### config.mk
export PLATFORM = sky130hd
export DESIGN_NAME = dht11_poller
export DESIGN_NICKNAME = d
export VERILOG_FILES = /design/src/rtl/dht11_poller.sv
export SDC_FILE = /design/constraint.sdc
export NUM_CORES = 1
export LEC_CHECK = 0
export CAP_MARGIN = 20
export CORE_MARGIN = 4
export CORE_UTILIZATION = 40
export CTS_BUF_LIST = sky130_fd_sc_hd__clkbuf_4 sky130_fd_sc_hd__clkbuf_8
export CTS_CLUSTER_SIZE = 12
export DETAILED_ROUTE_END_ITERATION = 8
export GPL_TIMING_DRIVEN = 0
export PLACE_DENSITY_LB_ADDON = 0.05
export RECOVER_POWER = 50
export REMOVE_ABC_BUFFERS = 1
export SLEW_MARGIN = 15
export SYNTH_ARGS = -nofsm -noshare
export SYNTH_HDL_FRONTEND = slang
export SYNTH_SLANG_ARGS = --single-unit
### constraint.sdc
create_clock -name i_clk -period 2.3 [get_ports i_clk]
set_clock_uncertainty 0.15 [all_clocks]
set_input_delay 0.46 -clock i_clk [delete_from_list [all_inputs] [get_ports i_clk]]
set_output_delay 0.46 -clock i_clk [all_outputs]
set_load 0.05 [all_outputs]
### src/rtl/dht11_poller.sv
// dht11_poller: periodic acquisition sequencer for a DHT11 sensor core.
//
// Pulses the sensor core's clear and start, waits (bounded) for a done or
// error edge, retries after a gap on error or timeout, latches good samples
// and flags an over-temperature condition.  After each acquisition (good or
// exhausted) it idles in HOLD for PERIOD_CYCLES before the next one.
//
// Ports:
//   i_clk, i_rst_n            clock, asynchronous active-low reset
//   i_enable                  level, run periodic acquisitions
//   i_temp_limit              over-temperature threshold (integer degrees C)
//   i_sensor_done/_err        sensor-core level flags
//   i_sensor_temp/_hum        sensor-core data, [15:8] integer, [7:0] decimal
//   o_sensor_clr/_start       one-cycle strobes to the sensor core
//   o_temp_int/_dec,
//   o_hum_int/_dec            last good sample
//   o_sample_valid            a good sample has been latched since reset
//   o_new_sample              one-cycle pulse per latched sample
//   o_over_temp               last good temp_int > i_temp_limit (unsigned)
//   o_fail                    one-cycle pulse when all retries are exhausted
//   o_fail_count              exhausted acquisitions, saturating at 255
//   o_busy                    high in every state except IDLE and HOLD
module dht11_poller #(
  parameter int unsigned PERIOD_CYCLES  = 100000000,
  parameter int unsigned TIMEOUT_CYCLES = 250000,
  parameter int unsigned GAP_CYCLES     = 5000000,
  parameter int unsigned MAX_RETRY      = 2
) (
  input  logic        i_clk,
  input  logic        i_rst_n,
  input  logic        i_enable,
  input  logic [7:0]  i_temp_limit,
  input  logic        i_sensor_done,
  input  logic        i_sensor_err,
  input  logic [15:0] i_sensor_temp,
  input  logic [15:0] i_sensor_hum,
  output logic        o_sensor_clr,
  output logic        o_sensor_start,
  output logic [7:0]  o_temp_int,
  output logic [7:0]  o_temp_dec,
  output logic [7:0]  o_hum_int,
  output logic [7:0]  o_hum_dec,
  output logic        o_sample_valid,
  output logic        o_new_sample,
  output logic        o_over_temp,
  output logic        o_fail,
  output logic [7:0]  o_fail_count,
  output logic        o_busy
);

  localparam int unsigned MaxAB     = (PERIOD_CYCLES > TIMEOUT_CYCLES) ? PERIOD_CYCLES
                                                                        : TIMEOUT_CYCLES;
  localparam int unsigned MaxCycles = (MaxAB > GAP_CYCLES) ? MaxAB : GAP_CYCLES;
  localparam int unsigned CntW      = (MaxCycles > 1) ? $clog2(MaxCycles) : 1;
  localparam int unsigned RetryW    = (MAX_RETRY > 0) ? $clog2(MAX_RETRY + 1) : 1;

  localparam logic [CntW-1:0]   PeriodLast  = CntW'(PERIOD_CYCLES - 1);
  localparam logic [CntW-1:0]   TimeoutLast = CntW'(TIMEOUT_CYCLES - 1);
  localparam logic [CntW-1:0]   GapLast     = CntW'(GAP_CYCLES - 1);
  localparam logic [RetryW-1:0] RetryMax    = RetryW'(MAX_RETRY);
  localparam logic [CntW-1:0]   CntOne      = CntW'(1);

  typedef enum logic [2:0] {
    StIdle, StClear, StStart, StWait, StLatch, StGap, StFail, StHold
  } state_e;

  state_e            r_state;
  logic [CntW-1:0]   r_cnt;        // shared by WAIT, GAP and HOLD; cleared on entry
  logic [RetryW-1:0] r_retry_cnt;
  logic              r_done_q;
  logic              r_err_q;
  logic              r_sensor_clr;
  logic              r_sensor_start;
  logic [7:0]        r_temp_int;
  logic [7:0]        r_temp_dec;
  logic [7:0]        r_hum_int;
  logic [7:0]        r_hum_dec;
  logic              r_sample_valid;
  logic              r_new_sample;
  logic              r_over_temp;
  logic              r_fail;
  logic [7:0]        r_fail_count;
  logic              r_busy;

  logic w_done_rise;
  logic w_err_rise;

  assign w_done_rise = i_sensor_done & ~r_done_q;
  assign w_err_rise  = i_sensor_err & ~r_err_q;

  // Strobe outputs are set on the transition into their state so each one is
  // high for exactly the cycle the FSM spends in that state.
  always_ff @(posedge i_clk or negedge i_rst_n) begin
    if (!i_rst_n) begin
      r_state        <= StIdle;
      r_cnt          <= '0;
      r_retry_cnt    <= '0;
      r_done_q       <= 1'b0;
      r_err_q        <= 1'b0;
      r_sensor_clr   <= 1'b0;
      r_sensor_start <= 1'b0;
      r_temp_int     <= 8'd0;
      r_temp_dec     <= 8'd0;
      r_hum_int      <= 8'd0;
      r_hum_dec      <= 8'd0;
      r_sample_valid <= 1'b0;
      r_new_sample   <= 1'b0;
      r_over_temp    <= 1'b0;
      r_fail         <= 1'b0;
      r_fail_count   <= 8'd0;
      r_busy         <= 1'b0;
    end else begin
      r_sensor_clr   <= 1'b0;
      r_sensor_start <= 1'b0;
      r_new_sample   <= 1'b0;
      r_fail         <= 1'b0;
      r_done_q       <= i_sensor_done;
      r_err_q        <= i_sensor_err;

      case (r_state)
        StIdle: begin
          if (i_enable) begin
            r_state      <= StClear;
            r_sensor_clr <= 1'b1;
            r_busy       <= 1'b1;
          end
        end

        StClear: begin
          // Forget stale flags so a level left over from the last attempt
          // cannot masquerade as a fresh edge.
          r_done_q       <= 1'b0;
          r_err_q        <= 1'b0;
          r_state        <= StStart;
          r_sensor_start <= 1'b1;
        end

        StStart: begin
          r_cnt   <= '0;
          r_state <= StWait;
        end

        StWait: begin
          if (w_done_rise) begin
            // Done wins over a simultaneous error edge or timeout.
            r_temp_int     <= i_sensor_temp[15:8];
            r_temp_dec     <= i_sensor_temp[7:0];
            r_hum_int      <= i_sensor_hum[15:8];
            r_hum_dec      <= i_sensor_hum[7:0];
            r_over_temp    <= (i_sensor_temp[15:8] > i_temp_limit);
            r_sample_valid <= 1'b1;
            r_new_sample   <= 1'b1;
            r_state        <= StLatch;
          end else if (w_err_rise || (r_cnt == TimeoutLast)) begin
            if (r_retry_cnt < RetryMax) begin
              r_retry_cnt <= r_retry_cnt + RetryW'(1);
              r_cnt       <= '0;
              r_state     <= StGap;
            end else begin
              r_retry_cnt  <= '0;
              r_fail       <= 1'b1;
              r_fail_count <= (r_fail_count == 8'hFF) ? 8'hFF : r_fail_count + 8'd1;
              r_state      <= StFail;
            end
          end else begin
            r_cnt <= r_cnt + CntOne;
          end
        end

        StLatch: begin
          r_retry_cnt <= '0;
          r_cnt       <= '0;
          r_busy      <= 1'b0;
          r_state     <= StHold;
        end

        StGap: begin
          if (r_cnt == GapLast) begin
            r_sensor_clr <= 1'b1;
            r_state      <= StClear;
          end else begin
            r_cnt <= r_cnt + CntOne;
          end
        end

        StFail: begin
          r_cnt   <= '0;
          r_busy  <= 1'b0;
          r_state <= StHold;
        end

        StHold: begin
          // Enable is only sampled here and in IDLE.
          if (r_cnt == PeriodLast) begin
            if (i_enable) begin
              r_sensor_clr <= 1'b1;
              r_busy       <= 1'b1;
              r_state      <= StClear;
            end else begin
              r_state <= StIdle;
            end
          end else begin
            r_cnt <= r_cnt + CntOne;
          end
        end

        default: begin
          r_busy  <= 1'b0;
          r_state <= StIdle;
        end
      endcase
    end
  end

  assign o_sensor_clr   = r_sensor_clr;
  assign o_sensor_start = r_sensor_start;
  assign o_temp_int     = r_temp_int;
  assign o_temp_dec     = r_temp_dec;
  assign o_hum_int      = r_hum_int;
  assign o_hum_dec      = r_hum_dec;
  assign o_sample_valid = r_sample_valid;
  assign o_new_sample   = r_new_sample;
  assign o_over_temp    = r_over_temp;
  assign o_fail         = r_fail;
  assign o_fail_count   = r_fail_count;
  assign o_busy         = r_busy;

endmodule

Word level (Yosys, flattened, before mapping) --
Index checks and enable logic that the tools add are counted.
Word-level totals: output and inout port bits 47, logic and storage cells 96, register bits 81, input port bits 45
Operators by class: eq/ne operators 20, bitwise operators 6, $lt $le $gt $ge 2, add/sub/neg operators 3, muxes and demuxes 35, reduce and logical (&&, ||, !) cells 13
Operators with widths (count):
- two-way mux 27 bit | 5
- case mux 27 bit (4 select lines) | 1
- adder 27 x 1 -> 27 bit, second input constant | 1
- equality test 27 x 18 -> 1 bit, second input constant | 1
- equality test 27 x 23 -> 1 bit, second input constant | 1
- equality test 27 bit, second input constant | 1
- case mux 3 bit (7 select lines) | 1
- two-way mux 1 bit | 15
- two-way mux 3 bit | 5
- inequality test 2 bit, second input constant | 7
- equality test 3 bit, second input constant | 4
- adder 8 x 1 -> 8 bit, second input constant | 1
- equality test 8 bit, second input constant | 1
- greater-than comparator 8 bit | 1
- two-way mux 2 bit | 4
- two-way mux 8 bit | 1
- AND reduction 4 bit | 2
- equality test 3 x 2 -> 1 bit, second input constant | 2
- inequality test 3 bit, second input constant | 2
- case mux 1 bit (3 select lines) | 2
- AND reduction 5 bit | 1
- NOT 1 bit | 4
- case mux 2 bit (2 select lines) | 1
- AND reduction 2 bit | 2
- other kinds (12) | 13

Depth between registers and ports, before layout --
depth after elaboration 6, mapped depth 10, gate-level depth less buffers 8

Worst setup path before layout --
Ideal clock, no wire load.
path type register to register, from reg r_cnt[0], to reg r_cnt[19], stages on the path, launching flop included 11, data arrival time 2044 ps, setup slack 24 ps, library setup time 82 ps, buffers on the path 3, period minus slack after synthesis 2276 ps, data required time 2068 ps, cells stage by stage dfrtp_1 ha_1 and4_1 buf_4 nand4_2 nor4_4 nor3_2 and2_4 buf_6 buf_6 a31oi_1
Between the ends: cells in the longest elaborated chain, start to end 5, elaborated cells on any way between the ends 14, those cells by class add/sub: 1; eq/ne: 6; mux: 5; reduce/logical: 2
RTL lines:
- from (decl) | RTL line 68 | logic [CntW-1:0] r_cnt;
- from (signal assigned) | RTL line 166 | r_cnt <= r_cnt + CntOne;
- from (signal assigned) | RTL line 182 | r_cnt <= r_cnt + CntOne;
- from (signal assigned) | RTL line 203 | r_cnt <= r_cnt + CntOne;
- branches (longest 5 deep; another with adder 27 x 1 -> 27 bit)
Several ways; the timed one is not identified. The select of a mux whose other input is x is not followed. A chain may end at the register's enable or synchronous reset.

Worst setup path in the final report --
from reg r_cnt[1], to reg r_cnt[15]
Same word-level chain as after synthesis.

==> results by group <==
Global routing
  • Vias in the first global route: about 3400
  • Global-route wire length before repair: 17.0 mm
  • Global-route total usage across every layer: 0.166
  • Maximum number of pins on one net before global-route repair: 60
  • Number of antenna violations at the first check in global routing: 0
  • Aggregate global routing overflow: 0

STA
  • Hold WS: 336 ps
  • Final WS setup: -85.6 ps
  • Measured slew at the worst slew-check pin: 1350 ps
  • Final count of pins violating max slew: 0
  • Crit path time final: 2390 ps
  • Number of failing hold endpoints at the final stage: 0
  • Number of endpoints failing setup at the final stage: 26
  • Setup repair after global routing missed its margin: yes
  • Final Cycle Share: 1.04
  • F_max: 419 MHz
  • Slew headroom: 0.0995

Routing
  • Count of nets left with antenna violations after detail routing: 0
  • DR DRC count: 0
  • Routed length per placed instance: 15.9 um
  • Count of vias placed by the detailed router: 3507
  • Initial DRC Count: ~120
  • Initial DRT Pass Iterations: 4
  • Average vias per placed instance: 5.38
  • Total wire length: between 10 and 15 mm

Logic synthesis
  • Number of different library cells in the post-synthesis netlist: 55
  • Area of the mapped netlist: 4250 sq um
  • Area share of fa/ha/maj cells after synthesis: 0.0294
  • Synth Area in XOR/XNOR: 0.00206
  • Count of mapped cells out of synthesis: a little over 400
  • Portion of netlist area occupied by mux cells: 0.100
  • Synthesis-stage register bit count: 81
  • Synthesis warning total: 0
  • Avg Inst Size Synth: 10.4 sq um
  • Compound-Gate Fraction of Synth Area: 0.137
  • Combinational family with the most area after synthesis: simple AND/OR/NAND/NOR gates
  • Sequential cell area fraction in the yosys report: 0.477
  • Simple-gate portion of the synthesized area: 0.205

Clocking
  • Number of levels in the clock H-tree: 3
  • Clock-pin slew on the worst setup and hold paths: 80 ps
  • Maximum root-to-sink buffer count: 2
  • Root Buffer: sky130_fd_sc_hd__clkbuf_8
  • Worst-skew pair later-pin latency: around 360 ps
  • Number of buffers created by CTS: 9
  • Clock tree from TritonCTS: done
  • Sinks on the clock net: 81

Finish
  • Fraction of layout instances using a drive strength above 1: 0.236
  • Area growth syn-to-layout: 37.2%
  • Nets@finish: approximately 570
  • Antenna diode instance count: 0
  • Finished layout cell area: ~6000 sq um
  • Top library cells by usage in the layout, fill and taps aside: sky130_fd_sc_hd__clkdlybuf4s50_1, sky130_fd_sc_hd__dfrtp_1, sky130_fd_sc_hd__mux2_2
  • Leading cell type in the layout, fill and taps excluded: sky130_fd_sc_hd__clkdlybuf4s50_1

Die
  • Die extent in x: 111 um
  • Number of placed I/O pins: about 90
  • Initial Utilization: 0.412
  • Number of placement rows: 37
  • Floorplan Core Area: 10300 sq um
  • Chip Height: 111 um
  • Area enclosed by the die boundary: 12300 sq um

Worst setup path
  • Crit path kind: flop to flop
  • Max stage delay cell, worst path: sky130_fd_sc_hd__dfrtp_1
  • Type of element launching the critical path: flop
  • Cell Chain, Critical Path: ha_2 -> and4_4 -> nand4_1 -> nor4_4 -> nor4b_4 -> buf_4 -> buf_12 -> a41oi_2 -> a31oi_1
  • Sort of element at the end of the critical path: flop
  • Launch instance of the worst register-to-register path: r_cnt[1]
  • Launch point of the critical path: r_cnt[1]
  • Critical path peak fanout: 8
  • Longest individual stage delay on the worst path: 400 ps
  • Arrival time at the worst endpoint: 2470 ps
  • Required time at the endpoint of the critical path: 2380 ps

Place
  • DPL Wire Length: 6.87 mm
  • Cell area reported after detailed placement: 5270 sq um
  • Routability cong.: 0.812
  • Input/output buffers: 91

Outcome
  • Failing checks: setup timing
  • Status: finished, violations left

Power
  • Leakage power of the design: 2.61 nW
  • PwrDens: 794 nW/um^2
  • Maximum vdd drop: approximately 0.34 mV

Worst hold path
  • Hold Crit Start: o_sample_valid
  • Hold Path Class: flop to flop

Flow run
  • Number of max-capacitance violations reported: 0
[state kept, by name, indices dropped and copies added, names as in the netlist, 2 cells and up]
name / flops
r_retry_cnt: 2
r_cnt: 27
o_temp_int: 8
r_state: 3
o_fail_count: 8
o_hum_dec: 8
o_temp_dec: 8
o_hum_int: 8
[path summary, 6_finish.rpt]
| path | slack, ps | depth (start not counted) | end |
|---|---|---|---|
| min in group asynchronous | 790 | 2 | o_temp_int[7] |
| worst min register to register | 340 | 1 | o_sample_valid |
| worst max register to register | -90 | 9 | r_cnt[15] |
| max in group asynchronous | 290 | 3 | r_state[2] |
| worst min-delay path | 340 | 1 | o_sample_valid |
| worst max-delay path | -90 | 9 | r_cnt[15] |
[cells in the mapped netlist, drive strengths merged]
cell     count  share of area
inv         17          0.015
or2          4         0.0059
and4         8          0.016
a31o         1         0.0021
a21oi       25          0.029
clkbuf       7         0.0062
buf         19          0.029
mux2i        1         0.0024
and4b        2         0.0047
o21ai       10          0.012
xor2         1         0.0021
o2bb2ai      1         0.0021
and3         9          0.013
nand3       15          0.018
o311ai       1         0.0021
mux2        37          0.098
a41oi        7          0.016
nor4         7          0.018
o221a        1         0.0026
nor2b        5         0.0074
a31oi       31          0.049
o22ai        2         0.0029
o21bai       1         0.0018
nand4       16          0.025
nor3b        3         0.0053
a32o         1         0.0024
nand2b       6         0.0088
ha          10          0.029
or2b         1         0.0018
nand2       33          0.029
nor3         3         0.0047
a22o         2         0.0041
nor2        20          0.018
nor4b        4          0.012
dfrtp       81           0.48
and2         7          0.011
and3b        3         0.0062
o221ai       1         0.0021
a21o         3         0.0053
o21a         2         0.0035
[cell type report]
class / instances / area (sq um)
Clock buffer: 11 / 145
Sequential cell: 81 / 2030
Inverter: 17 / 63.8
Fill cell: 896 / 4490
Tap cell: 136 / 170
Timing Repair Buffer: 117 / 1140
Clock inverter: 5 / 55.1
Multi-Input combinational cell: 285 / 2220
[kinds of logic after synthesis]
group / after synthesis
flops: 81
simple gates: 146
fa+ha+maj: 10
mux: 38
compound gates: 89
xor+xnor: 1
buf+inv: 43
[metal layers]
layer	GRT usage	share of wire	vias to the layer above
met5	0	0	-
met4	0.0568	0.011	0
met3	0.0349	0.040	10
met2	0.258	0.47	84
met1	0.232	0.48	1691
li1	-	-	1722
[per-stage QoR]
step                      setup TNS (ps)  std cells  utilization  power [W]  worst slack, ps
final                              -1240        652        0.565    0.00463            -85.6
after global routing               -4550        652        0.565    0.00488             -196
after CTS                           -173        644        0.546    0.00458            -34.6
after detailed placement          -40790        615        0.511    0.00347             -937
after global placement           -373230        609        0.502    0.00344            -3680
after floorplan                   -79150        382            -    0.00291            -1810
[critical path: cells and delay by family, from the launching register on]
kind | cells | cell delay, ps
AND/OR/NAND/NOR | 4 | 940
flip-flops | 1 | 400
AO/OA/AOI/OAI | 2 | 210
buffers and inverters | 2 | 320
adder cells (fa/ha/maj) | 1 | 230
[report_power, final]
group / switching, W / leakage, nW / internal [W]
Sequential: 0.000302 / 1.06 / 0.00169
Clock: 0.000524 / 0.0987 / 0.000540
Combinational: 0.000900 / 1.45 / 0.000683
Total: 0.00173 / 2.61 / 0.00291
[repair_timing]
action                                  in CTS  in global routing
hold buffers                                 1                  0
endpoints found under the hold margin       22                  0
pin swaps                                    5                 17
gates cloned                                 2                  0
setup buffers                               10                  9
endpoints found under the setup margin      66                 36
gates resized for setup                     15                 33
Note: power is estimated with default switching activity, not from simulation.
